[src/rtl/imm_gen_stage_pkg.sv]
// Shared types and constants for the immediate-generation stage.
//   XLEN_DEFAULT / INST_WIDTH : default datapath width and raw instruction width
//   OP_*                      : major opcodes recognised by the decoder
//   imm_type_e                : immediate format reported alongside imm_o
//   skid_state_e              : occupancy state of the output buffer
package imm_gen_stage_pkg;

  localparam int unsigned XLEN_DEFAULT = 32;
  localparam int unsigned INST_WIDTH   = 32;

  localparam logic [6:0] OP_LOAD   = 7'b0000011;
  localparam logic [6:0] OP_ALUI   = 7'b0010011;
  localparam logic [6:0] OP_AUIPC  = 7'b0010111;
  localparam logic [6:0] OP_STORE  = 7'b0100011;
  localparam logic [6:0] OP_ALU    = 7'b0110011;
  localparam logic [6:0] OP_LUI    = 7'b0110111;
  localparam logic [6:0] OP_BRANCH = 7'b1100011;
  localparam logic [6:0] OP_JALR   = 7'b1100111;
  localparam logic [6:0] OP_JAL    = 7'b1101111;
  localparam logic [6:0] OP_SYSTEM = 7'b1110011;

  // IMM_NONE must stay the zero encoding: reset clears registers to '0.
  typedef enum logic [2:0] {
    IMM_NONE = 3'd0,
    IMM_I    = 3'd1,
    IMM_S    = 3'd2,
    IMM_B    = 3'd3,
    IMM_U    = 3'd4,
    IMM_J    = 3'd5,
    IMM_Z    = 3'd6
  } imm_type_e;

  typedef enum logic [1:0] {
    EMPTY = 2'd0,
    ONE   = 2'd1,
    FULL  = 2'd2
  } skid_state_e;

endpackage

[src/rtl/imm_gen_stage_decode.sv]
// Combinational immediate decoder.
//   inst_i     : raw 32-bit instruction
//   imm_o      : immediate, sign-extended (zero-extended for IMM_Z) to XLEN
//   imm_type_o : detected immediate format
//   illegal_o  : unknown opcode or non-32-bit encoding (inst_i[1:0] != 2'b11)
module imm_decode
  import imm_gen_stage_pkg::*;
#(
  parameter int unsigned XLEN = XLEN_DEFAULT
) (
  input  logic [INST_WIDTH-1:0] inst_i,
  output logic [XLEN-1:0]       imm_o,
  output imm_type_e             imm_type_o,
  output logic                  illegal_o
);

  logic [6:0]  opcode;
  logic [31:0] imm32;

  assign opcode = inst_i[6:0];

  // Build every format as a 32-bit signed value, then widen once.
  always_comb begin
    imm32      = '0;
    imm_type_o = IMM_NONE;
    illegal_o  = 1'b0;
    if (inst_i[1:0] != 2'b11) begin
      illegal_o = 1'b1;
    end else begin
      case (opcode)
        OP_ALUI, OP_LOAD, OP_JALR: begin
          imm_type_o = IMM_I;
          imm32      = {{20{inst_i[31]}}, inst_i[31:20]};
        end
        OP_STORE: begin
          imm_type_o = IMM_S;
          imm32      = {{20{inst_i[31]}}, inst_i[31:25], inst_i[11:7]};
        end
        OP_BRANCH: begin
          imm_type_o = IMM_B;
          imm32      = {{19{inst_i[31]}}, inst_i[31], inst_i[7],
                        inst_i[30:25], inst_i[11:8], 1'b0};
        end
        OP_JAL: begin
          imm_type_o = IMM_J;
          imm32      = {{11{inst_i[31]}}, inst_i[31], inst_i[19:12],
                        inst_i[20], inst_i[30:21], 1'b0};
        end
        OP_LUI, OP_AUIPC: begin
          imm_type_o = IMM_U;
          imm32      = {inst_i[31:12], 12'b0};
        end
        OP_SYSTEM: begin
          // Only the CSR-immediate forms (funct3[2]=1) carry a uimm in rs1.
          if (inst_i[14]) begin
            imm_type_o = IMM_Z;
            imm32      = {27'b0, inst_i[19:15]};
          end
        end
        OP_ALU: begin
          imm_type_o = IMM_NONE;
        end
        default: begin
          illegal_o = 1'b1;
        end
      endcase
    end
    // Sign-extending cast; IMM_Z has bit 31 clear so it stays zero-extended.
    imm_o = XLEN'($signed(imm32));
  end

endmodule

[src/rtl/imm_gen_stage.sv]
// Registered immediate-generation stage with optional 2-entry skid buffer.
//   clk_i, rst_ni         : clock, synchronous active-low reset
//   flush_i               : drop all buffered entries (data registers hold)
//   valid_i/ready_o       : upstream handshake carrying inst_i, pc_i
//   valid_o/ready_i       : downstream handshake carrying decoded fields
//   imm_o, imm_type_o     : extended immediate and its format
//   illegal_o             : malformed/unknown opcode flag
//   inst_o, pc_o          : instruction and PC passed through
module imm_gen_stage
  import imm_gen_stage_pkg::*;
#(
  parameter int unsigned XLEN    = XLEN_DEFAULT,
  parameter bit          SKID_EN = 1'b1
) (
  input  logic                  clk_i,
  input  logic                  rst_ni,
  input  logic                  flush_i,
  input  logic                  valid_i,
  output logic                  ready_o,
  input  logic [INST_WIDTH-1:0] inst_i,
  input  logic [XLEN-1:0]       pc_i,
  output logic                  valid_o,
  input  logic                  ready_i,
  output logic [XLEN-1:0]       imm_o,
  output imm_type_e             imm_type_o,
  output logic                  illegal_o,
  output logic [INST_WIDTH-1:0] inst_o,
  output logic [XLEN-1:0]       pc_o
);

  typedef struct packed {
    logic [XLEN-1:0]       imm;
    imm_type_e             imm_type;
    logic                  illegal;
    logic [INST_WIDTH-1:0] inst;
    logic [XLEN-1:0]       pc;
  } entry_t;

  skid_state_e state_q, state_d;
  entry_t      main_q, main_d;
  entry_t      skid_q, skid_d;
  entry_t      in_entry;
  logic        in_fire;
  logic        out_fire;

  logic [XLEN-1:0] dec_imm;
  imm_type_e       dec_type;
  logic            dec_illegal;

  // Decode on the input side so the registers hold final values.
  imm_decode #(
    .XLEN(XLEN)
  ) u_decode (
    .inst_i    (inst_i),
    .imm_o     (dec_imm),
    .imm_type_o(dec_type),
    .illegal_o (dec_illegal)
  );

  assign in_entry = '{imm: dec_imm, imm_type: dec_type, illegal: dec_illegal,
                      inst: inst_i, pc: pc_i};

  // Handshake flags decode registered state only; ready_i never reaches ready_o.
  assign ready_o  = SKID_EN ? (state_q != FULL) : (state_q == EMPTY);
  assign valid_o  = (state_q != EMPTY);
  assign in_fire  = valid_i && ready_o;
  assign out_fire = valid_o && ready_i;

  // Next-state and buffer-load logic; flush wins over any transfer.
  always_comb begin
    state_d = state_q;
    main_d  = main_q;
    skid_d  = skid_q;
    if (flush_i) begin
      state_d = EMPTY;
    end else begin
      case (state_q)
        EMPTY: begin
          if (in_fire) begin
            main_d  = in_entry;
            state_d = ONE;
          end
        end
        ONE: begin
          if (in_fire && out_fire) begin
            main_d = in_entry;
          end else if (in_fire) begin
            // Main is stalled; the newer entry parks behind it.
            skid_d  = in_entry;
            state_d = FULL;
          end else if (out_fire) begin
            state_d = EMPTY;
          end
        end
        FULL: begin
          if (out_fire) begin
            main_d  = skid_q;
            state_d = ONE;
          end
        end
        default: begin
          state_d = EMPTY;
        end
      endcase
    end
  end

  // State and data registers.
  always_ff @(posedge clk_i) begin
    if (!rst_ni) begin
      state_q <= EMPTY;
      main_q  <= '0;
      skid_q  <= '0;
    end else begin
      state_q <= state_d;
      main_q  <= main_d;
      skid_q  <= skid_d;
    end
  end

  assign imm_o      = main_q.imm;
  assign imm_type_o = main_q.imm_type;
  assign illegal_o  = main_q.illegal;
  assign inst_o     = main_q.inst;
  assign pc_o       = main_q.pc;

endmodule

[config.mk]
export PLATFORM = sky130hd
export DESIGN_NAME = imm_gen_stage
export DESIGN_NICKNAME = d
export VERILOG_FILES = /design/src/rtl/imm_gen_stage_pkg.sv /design/src/rtl/imm_gen_stage_decode.sv /design/src/rtl/imm_gen_stage.sv
export SDC_FILE = /design/constraint.sdc
export NUM_CORES = 1
export LEC_CHECK = 0
export ABC_AREA = 1
export BUFFER_PORTS_ARGS = -buffer_cell sky130_fd_sc_hd__buf_2
export CORE_MARGIN = 3
export CORE_UTILIZATION = 53
export CTS_CLUSTER_DIAMETER = 150
export DETAILED_ROUTE_END_ITERATION = 16
export HOLD_SLACK_MARGIN = 0.08
export PLACE_DENSITY = 0.79
export SLEW_MARGIN = 40
export SYNTH_ARGS = -nofsm -noshare
export SYNTH_HDL_FRONTEND = slang
export SYNTH_SLANG_ARGS = --single-unit
[constraint.sdc]
create_clock -name clk_i -period 2.05 [get_ports clk_i]
set_input_delay 0.205 -clock clk_i [delete_from_list [all_inputs] [get_ports clk_i]]
set_output_delay 0.205 -clock clk_i [all_outputs]
set_load 0.01 [all_outputs]
# == After elaboration in Yosys (flattened, before gate mapping) ==
# Cells that the tools add are included.
# classes
add_sub_neg,0
mul,0
div_mod_pow,0
magnitude_cmp,0
n_eq_ne,19
shifts,0
mux,18
n_bitwise,3
reduce_logical,13
# op_table
op,count
100-bit 2-to-1 mux,3
100-bit one-hot mux with 3 select lines,1
32-bit one-hot mux with 6 select lines,1
32-bit 2-to-1 mux,1
7-bit equality test (second input constant),4
7-bit by 6-bit equality test with 1-bit output (second input constant),3
3-bit one-hot mux with 6 select lines,1
7-bit by 5-bit equality test with 1-bit output (second input constant),2
2-bit inequality test (second input constant),6
2-bit 2-to-1 mux,5
10-bit OR reduction,1
4-bit AND reduction,2
7-bit by 2-bit equality test with 1-bit output (second input constant),1
3-bit 2-to-1 mux,2
2-bit one-hot mux with 3 select lines,1
5-bit 2-to-1 mux,1
5-bit AND reduction,1
2-bit OR reduction,2
1-bit logical AND,3
3-bit inequality test (second input constant),1
1-bit NOT,3
3-bit nonzero test,1
3-bit OR reduction,1
2-bit by 1-bit equality test with 1-bit output (second input constant),1
4 further kinds,5
# totals
reg_bits,202
latchBits,0
mem_bits_rw,0
mem_bits_ro,0
input_bits,69
output_inout_bits,102
memories,0

# == Depth between registers and ports, before layout ==
# Gate-level depths: netlist of the first run.
# depth
depth_word,6
ltp_mapped,12

# == Hierarchy ==
# Synthesis of the first run repeated with hierarchy kept, for this count alone.
# hier_totals
hier_cells,1623
hier_area_um2,10109.7
# by_module_without_submodules
mod,n_inst,cells_each,area_per_inst_um2,seq_area_each_um2
imm_gen_stage,1,1431,9263.9,4043.9
imm_decode,1,192,845.8,0.0

# == Least setup slack after synthesis of the first run ==
# Ideal clock, no wire load.
# synth_path
path_kind,flip-flop to flip-flop
startpoint,reg state_q[1]
endpoint,reg skid_q[44] in the netlist's numbering
arrival_time_ns,1.275
required_time_ns,1.931
path_slack_ns,0.656
stages_incl_launch_ff,10
path_buffers,2
cell_sequence,dfxtp_1 inv_2 nor2_4 inv_2 nand3_2 nand2_2 inv_2 buf_2 buf_2 a21oi_1
# synth_between
elab_chain_len,5
elab_cells_between_ends,8
classes_between,2 x eq/ne; 1 x bitwise; 5 x reduce/logical
# synth_lines
item,line_no,rtl
from (decl),imm_gen_stage.sv:39,"skid_state_e state_q, state_d;"
from (signal assigned),imm_gen_stage.sv:115,state_q <= state_d;
2-bit inequality test or 2-bit nonzero test (tied branches),"imm_gen_stage.sv:64, imm_gen_stage.sv:65",
"1-bit logical AND, on equally long branches","imm_gen_stage.sv:66, imm_gen_stage.sv:67",
1-bit logical AND,imm_gen_stage.sv:85,if (in_fire && out_fire) begin
1-bit NOT (no line),--,
4-bit AND reduction (no line) *,--,
to (signal assigned),imm_gen_stage.sv:117,skid_q <= skid_d;
to (decl),imm_gen_stage.sv:41,"entry_t skid_q, skid_d;"
# Every way passes the cells marked *; elsewhere a longest branch is shown, timed or not.
# A chain may end at the register's enable or synchronous reset.

# == Final worst setup path of the first run ==
# layout_path
startpoint,reg state_q[0]
endpoint,out ready_o
# layout_between
elab_chain_len,1
# layout_lines
item,line_no,rtl
2-bit inequality test,imm_gen_stage.sv:64,assign ready_o = SKID_EN ? (state_q != FULL) : (state_q == EMPTY);
to (decl),imm_gen_stage.sv:19,"output logic ready_o,"
# Every way passes these cells.

==> metrics.txt, run 1 <==
FF+latch count, synth=202; clock slew at reported path FFs=0.06 ns; core area=17500 sq um; synth unique cells=26; Row Count=48; worst r2r src=state_q[0]; Worst setup SP type=register; CTS Sinks=202; most frequent cells in the layout=nand2_1 (449), nor2_1 (340), inv_1 (203); area occupied by multi-input gates=4400 sq um; DR vias=9673; Cell Area, Synth=9650 sq um; Hold/Removal Path Class=in2reg; DRC viols=0; Die X=141 microns; Finish-stage setup viols=0; # fillers=1497; worst ir drop on vdd=0.000562 V; hold_ws=0.0980 ns; relative slew slack=0.632; ratio of final minimum period to clock period=0.987; syn_nets=1629; die height=141 microns; boundary pin count=171; Starting DRT DRC Count=706; Clk pwr share=0.414; post-DR vias/cell=4.88; vias in the first global route=8813; status=finished, final reports clean; final hold violation count=0; CP required=1.85 ns; CTS Buf Count=22; worst reg2reg path endpoint=skid_q[56]; syn_area_per_cell=6.18 sq um; Final ANT Viol Nets=0; Pwr Total=0.00914 W; Inst Count DP=1878; share of cells above drive strength 1=0.132; commonest non-fill, non-tap cell in the layout=nand2_1; Critical Path AT=1.82 ns; YS warnings=0; DP HPWL=15600 microns; IO Port Bufs=170; Final Max Tran Viols=0; Worst Path Max Fanout=115; fin nets=1811; sequential share of the synthesized area=0.419; Critical Path End=ready_o; Placer Congestion=0.907; Sw Pwr=0.00234 W; Int Power=0.00681 W; Max Cap Viol=0; FF-to-FF path depth=8; RSZ-0062 raised after global routing=no; CTS Buffer Depth=3; largest net degree at the start of global routing=116; kind of critical path=reg2out; total grt overflow=0; area grow syn2layout=23.4%; Reg area=4040 sq um; WL/cell=12.9 microns; Slew @ Worst Pin=0.553 ns; top-area cell type share of the netlist area=0.419; CTS tree=yes; cell taking the most area after synthesis=dfxtp_1; Leak=6.31 nW; register-to-register setup slack=0.26 ns; Overall Global Routing Usage=0.251; Tmin final=2.02 ns; top cells by area, synth=dfxtp_1 (42%), nand2_1 (17%), nor2_1 (13%); Worst Clk Skew=0.0107 ns; Max Clock Freq=494 MHz; setup repair bufs after CTS=0; Logic pwr share=0.125; Cells after Synth=1560; crit path from=state_q[0]; starting density of the core=0.550; PwrDens=768 nW/um^2; switch share=0.256; later-pin clock latency in the skew report=0.49 ns; final setup TNS=0 ns; first-pass GRT wire length=42200 microns; post-route insts no fill=1981; die area=19900 sq um; H-tree levels=1; Worst Setup End Kind=output pin; Clock Root Buffer=clkbuf_16; Reg power frac=0.461; routed wire length=25500 microns; initial antenna violation count=0; First-pass DRT Iterations=5
[cell families (layout without fill, tap and decap cells)]
kind of cell,after synthesis,in the layout,synth area share
DFF,202,202,0.419
AOI/OAI and AO/OA,222,222,0.116
other,0,1,0
buffers and inverters,302,497,0.127
and+or+nand+nor,834,834,0.338
[cells in the mapped netlist]
cell type / n
nand2_1: 449
nor2_1: 340
inv_1: 203
dfxtp_1: 202
a21oi_1: 98
o21ai_0: 86
buf_2: 49
o21ai_1: 35
clkbuf_1: 34
nand3_1: 27
buf_1: 6
nand4_1: 5
buf_4: 4
nand2_2: 4
inv_2: 3
buf_6: 2
nand3_2: 2
nor2_4: 2
nor2_8: 2
a211oi_1: 1
clkinv_1: 1
nand2_4: 1
nand3b_1: 1
nor3_1: 1
o221ai_1: 1
o22ai_1: 1
[area by class of cell]
| class | instances | area share |
|---|---|---|
| Multi-Input combinational cell | 1056 | 0.370 |
| Sequential cell | 202 | 0.340 |
| Timing Repair Buffer | 253 | 0.144 |
| Inverter | 207 | 0.0654 |
| Clock buffer | 36 | 0.0567 |
| Tap cell | 225 | 0.0236 |
| Clock inverter | 1 | 0.000736 |
| Antenna cell | 1 | 0.000210 |
[stage by stage]
step,setup slack (ns),utilization,instance area [sq um]
final,0.0270,0.679,11900
after global routing,0.00194,0.679,11900
after CTS,0.0925,0.679,11900
after detailed placement,0.304,0.603,10600
after global placement,0.385,0.603,10600
after floorplan,0.656,-,9650
[worst max-delay path, cell delays in order, from the launching register on]
cell and delay (ns):
dfxtp_1 0.44, nor2_4 0.09, clkinv_2 0.08, buf_12 0.36, buf_2 0.23
[sequential cells by signal, summed over array words and instances, names as in the netlist]
| name | count |
|---|---|
| illegal_o | 1 |
| imm_o | 32 |
| imm_type_o | 3 |
| inst_o | 32 |
| pc_o | 32 |
| skid_q | 100 |
| state_q | 2 |
[worst min path at each step]
stage                     from         end  slack (ns)  cells after the start
floorplan             pc_i[27]  skid_q[27]        0.35                      2
global placement    skid_q[43]  skid_q[43]        0.44                      2
detailed placement  skid_q[43]  skid_q[43]        0.44                      2
finish               inst_i[4]  skid_q[36]         0.1                      3
global route        inst_i[14]  skid_q[46]        0.12                      3
CTS                  inst_i[4]  skid_q[36]        0.08                      3
[metal layers]
metal | GRT usage | up-vias | part of all wire
met4 | 0.0862 | 0 | 0.031
met1 | 0.322 | 4227 | 0.43
met5 | 0 | - | 0
met2 | 0.433 | 322 | 0.48
met3 | 0.0349 | 65 | 0.061
li1 | - | 5059 | -
[power by group through the flow]
stage,sequential [W],combinational (W),clock [W]
5_1_grt,0.00423,0.00130,0.00401
2_1_floorplan,0.00435,0.000599,0
6_report,0.00421,0.00115,0.00378
3_5_place_dp,0.00429,0.00103,0
4_1_cts,0.00421,0.00114,0.00384
3_3_place_gp,0.00429,0.00102,0
[what timing repair did]
item	4_1_cts	5_1_grt
hold buffers	65	0
resized for setup	0	0
endpoints found under the hold margin	98	0
setup endpoints to repair	0	0
No activity file was read; power rests on OpenSTA's default activity.
==> inputs of run 2 (changes only) <==
--- a/config.mk
+++ b/config.mk
@@ -13,4 +13,5 @@
 export DETAILED_ROUTE_END_ITERATION = 16
+export GPL_ROUTABILITY_DRIVEN = 0
 export HOLD_SLACK_MARGIN = 0.08
-export PLACE_DENSITY = 0.79
+export PLACE_DENSITY = 0.76
 export SLEW_MARGIN = 40
==> constraint.sdc (replaced) <==
create_clock -name clk_i -period 2.05 [get_ports clk_i]
set_input_delay 0.1025 -clock clk_i [delete_from_list [all_inputs] [get_ports clk_i]]
set_output_delay 0.1025 -clock clk_i [all_outputs]
set_load 0.01 [all_outputs]
==> metrics.txt, run 2 (synthesized netlist as in run 1, its figures left out) <==
status=finished, final reports clean; total grt overflow=0 (unchanged); DR vias=9710 (+0.38%); Row Count=48 (unchanged); DRC viols=0 (unchanged); worst ir drop on vdd=0.000568 V (+1.2%); design area=12000 sq um (+0.46%); Starting DRT DRC Count=545 (-23%); kind of critical path=reg2out; CTS Buf Count=22 (unchanged); Max Clock Freq=514 MHz (+4.0%); fin worst setup slack=0.105 ns (+0.0776 ns); area grow syn2layout=24.0%; Slew @ Worst Pin=0.769 ns (+0.216 ns); share of cells above drive strength 1=0.132 (-0.000301); final core utilization=0.682 (+0.00314); CTS Sinks=202 (unchanged); Clock Root Buffer=clkbuf_16; Reg power frac=0.463 (+0.002); DR WL met2=12400 microns (+1.4%); vias in the first global route=8766 (-0.53%); final setup TNS=0 ns (unchanged); largest reg by FF count=skid_q; Ant. Diodes=0 (-1); top sig layer=met4; largest net degree at the start of global routing=116 (unchanged); clock slew at reported path FFs=0.06 ns (about the same); Hold/Removal Path Class=in2reg; CP required=1.95 ns (+0.10 ns); Finish-stage setup viols=0 (unchanged); routed wire length=25400 microns (-0.36%); post-route insts no fill=1984 (+0.15%); Worst setup SP type=register; relative slew slack=0.486 (-0.146); CTS Buffer Depth=3 (unchanged); Worst Setup End Kind=output pin; Overall Global Routing Usage=0.250 (about the same); Tmin final=1.95 ns (-0.0776 ns); Logic pwr share=0.128 (+0.003); Max Cap Viol=0 (unchanged); Critical Path AT=1.84 ns (+0.02 ns); PwrDens=760 nW/um^2 (-1.1%); initial antenna violation count=0 (unchanged); switch share=0.258 (+0.00214); H-tree levels=1 (unchanged); DP HPWL=15600 microns (-0.29%); IO Port Bufs=170 (unchanged); boundary pin count=171 (unchanged); final hold violation count=0 (unchanged); fin nets=1815 (+0.22%); setup repair bufs after CTS=0 (unchanged); pre-CTS WS=0.307 ns (+0.00280 ns); Int Power=0.00674 W (-0.92%); max FFs per register=100 (unchanged); met3 WL=1610 microns (+2.5%); later-pin clock latency in the skew report=0.50 ns (about the same); Clk pwr share=0.409 (-0.005); first-pass GRT wire length=42100 microns (-0.33%); Worst Path Max Fanout=115 (unchanged); Final Max Tran Viols=0 (unchanged); CTS tree=yes; Inst Count DP=1876 (-0.11%); core area=17500 sq um (unchanged); ratio of final minimum period to clock period=0.949 (-0.0379); commonest non-fill, non-tap cell in the layout=nand2_1; Die X=141 microns (unchanged); most frequent cells in the layout=nand2_1 (449), nor2_1 (339), inv_1 (203); Sw Pwr=0.00234 W (+0.20%); post-DR vias/cell=4.89 (+0.23%); RSZ-0062 raised after global routing=no; Final ANT Viol Nets=0 (unchanged); die height=141 microns (unchanged); Worst Clk Skew=0.0152 ns (+0.00446 ns); die area=19900 sq um (unchanged); WL/cell=12.8 microns (-0.51%); starting density of the core=0.550 (unchanged); Leak=6.33 nW (+0.28%); First-pass DRT Iterations=5 (unchanged); M1 WL=10900 microns (-0.59%); placed standard-cell area=10600 sq um (about the same)
## run 2: critical path: stages (launching register included)
cell,delay (ns)
dfxtp_1,0.44
nor2_4,0.09
clkinv_2,0.08
buf_12,0.37
buf_2,0.23
## run 2: path summary, 6_finish.rpt
path / from / endpoint / cells after the start / slack, ns
worst max-delay path: state_q[0] / ready_o / 4 / 0.10
worst min-delay path: rst_ni / inst_o[9] / 4 / 0.13
worst max register to register: state_q[1] / skid_q[42] / 8 / 0.19
worst min register to register: skid_q[43] / skid_q[43] / 2 / 0.46
## run 2: per-stage QoR
step | power (W) | hold slack (ns)
after detailed placement | 0.00533 | 0.373
after global routing | 0.00951 | 0.134
after floorplan | 0.00495 | 0.251
final | 0.00909 | 0.129
after CTS | 0.00915 | 0.122
after global placement | 0.00532 | 0.363
## run 2: routing by layer
metal,global-route usage,vias up
met4,0.0637,0
met1,0.321,4319
met2,0.445,292
met5,0,-
met3,0.0339,41
li1,-,5058
## run 2: timing repair
action                                  in CTS  in global routing
endpoints found under the hold margin      136                  0
hold buffers                                71                  0
resized for setup                            0                  3
endpoints found under the setup margin       0                  1
## run 2: power groups by stage
stage | Combinational (W) | Sequential (W) | Clock [W]
final | 0.00116 | 0.00421 | 0.00371
after global routing | 0.00131 | 0.00423 | 0.00396
after CTS | 0.00116 | 0.00421 | 0.00379
after detailed placement | 0.00104 | 0.00429 | 0
after global placement | 0.00103 | 0.00429 | 0
after floorplan | 0.000599 | 0.00435 | 0
## run 2: final cells by class
type | instances | area [sq um]
Clock inverter | 3 | 17.5
Tap cell | 225 | 282
Sequential cell | 202 | 4040
Timing Repair Buffer | 257 | 1780
Multi-Input combinational cell | 1056 | 4410
Clock buffer | 34 | 647
Fill cell | 1574 | 5580
Inverter | 207 | 778
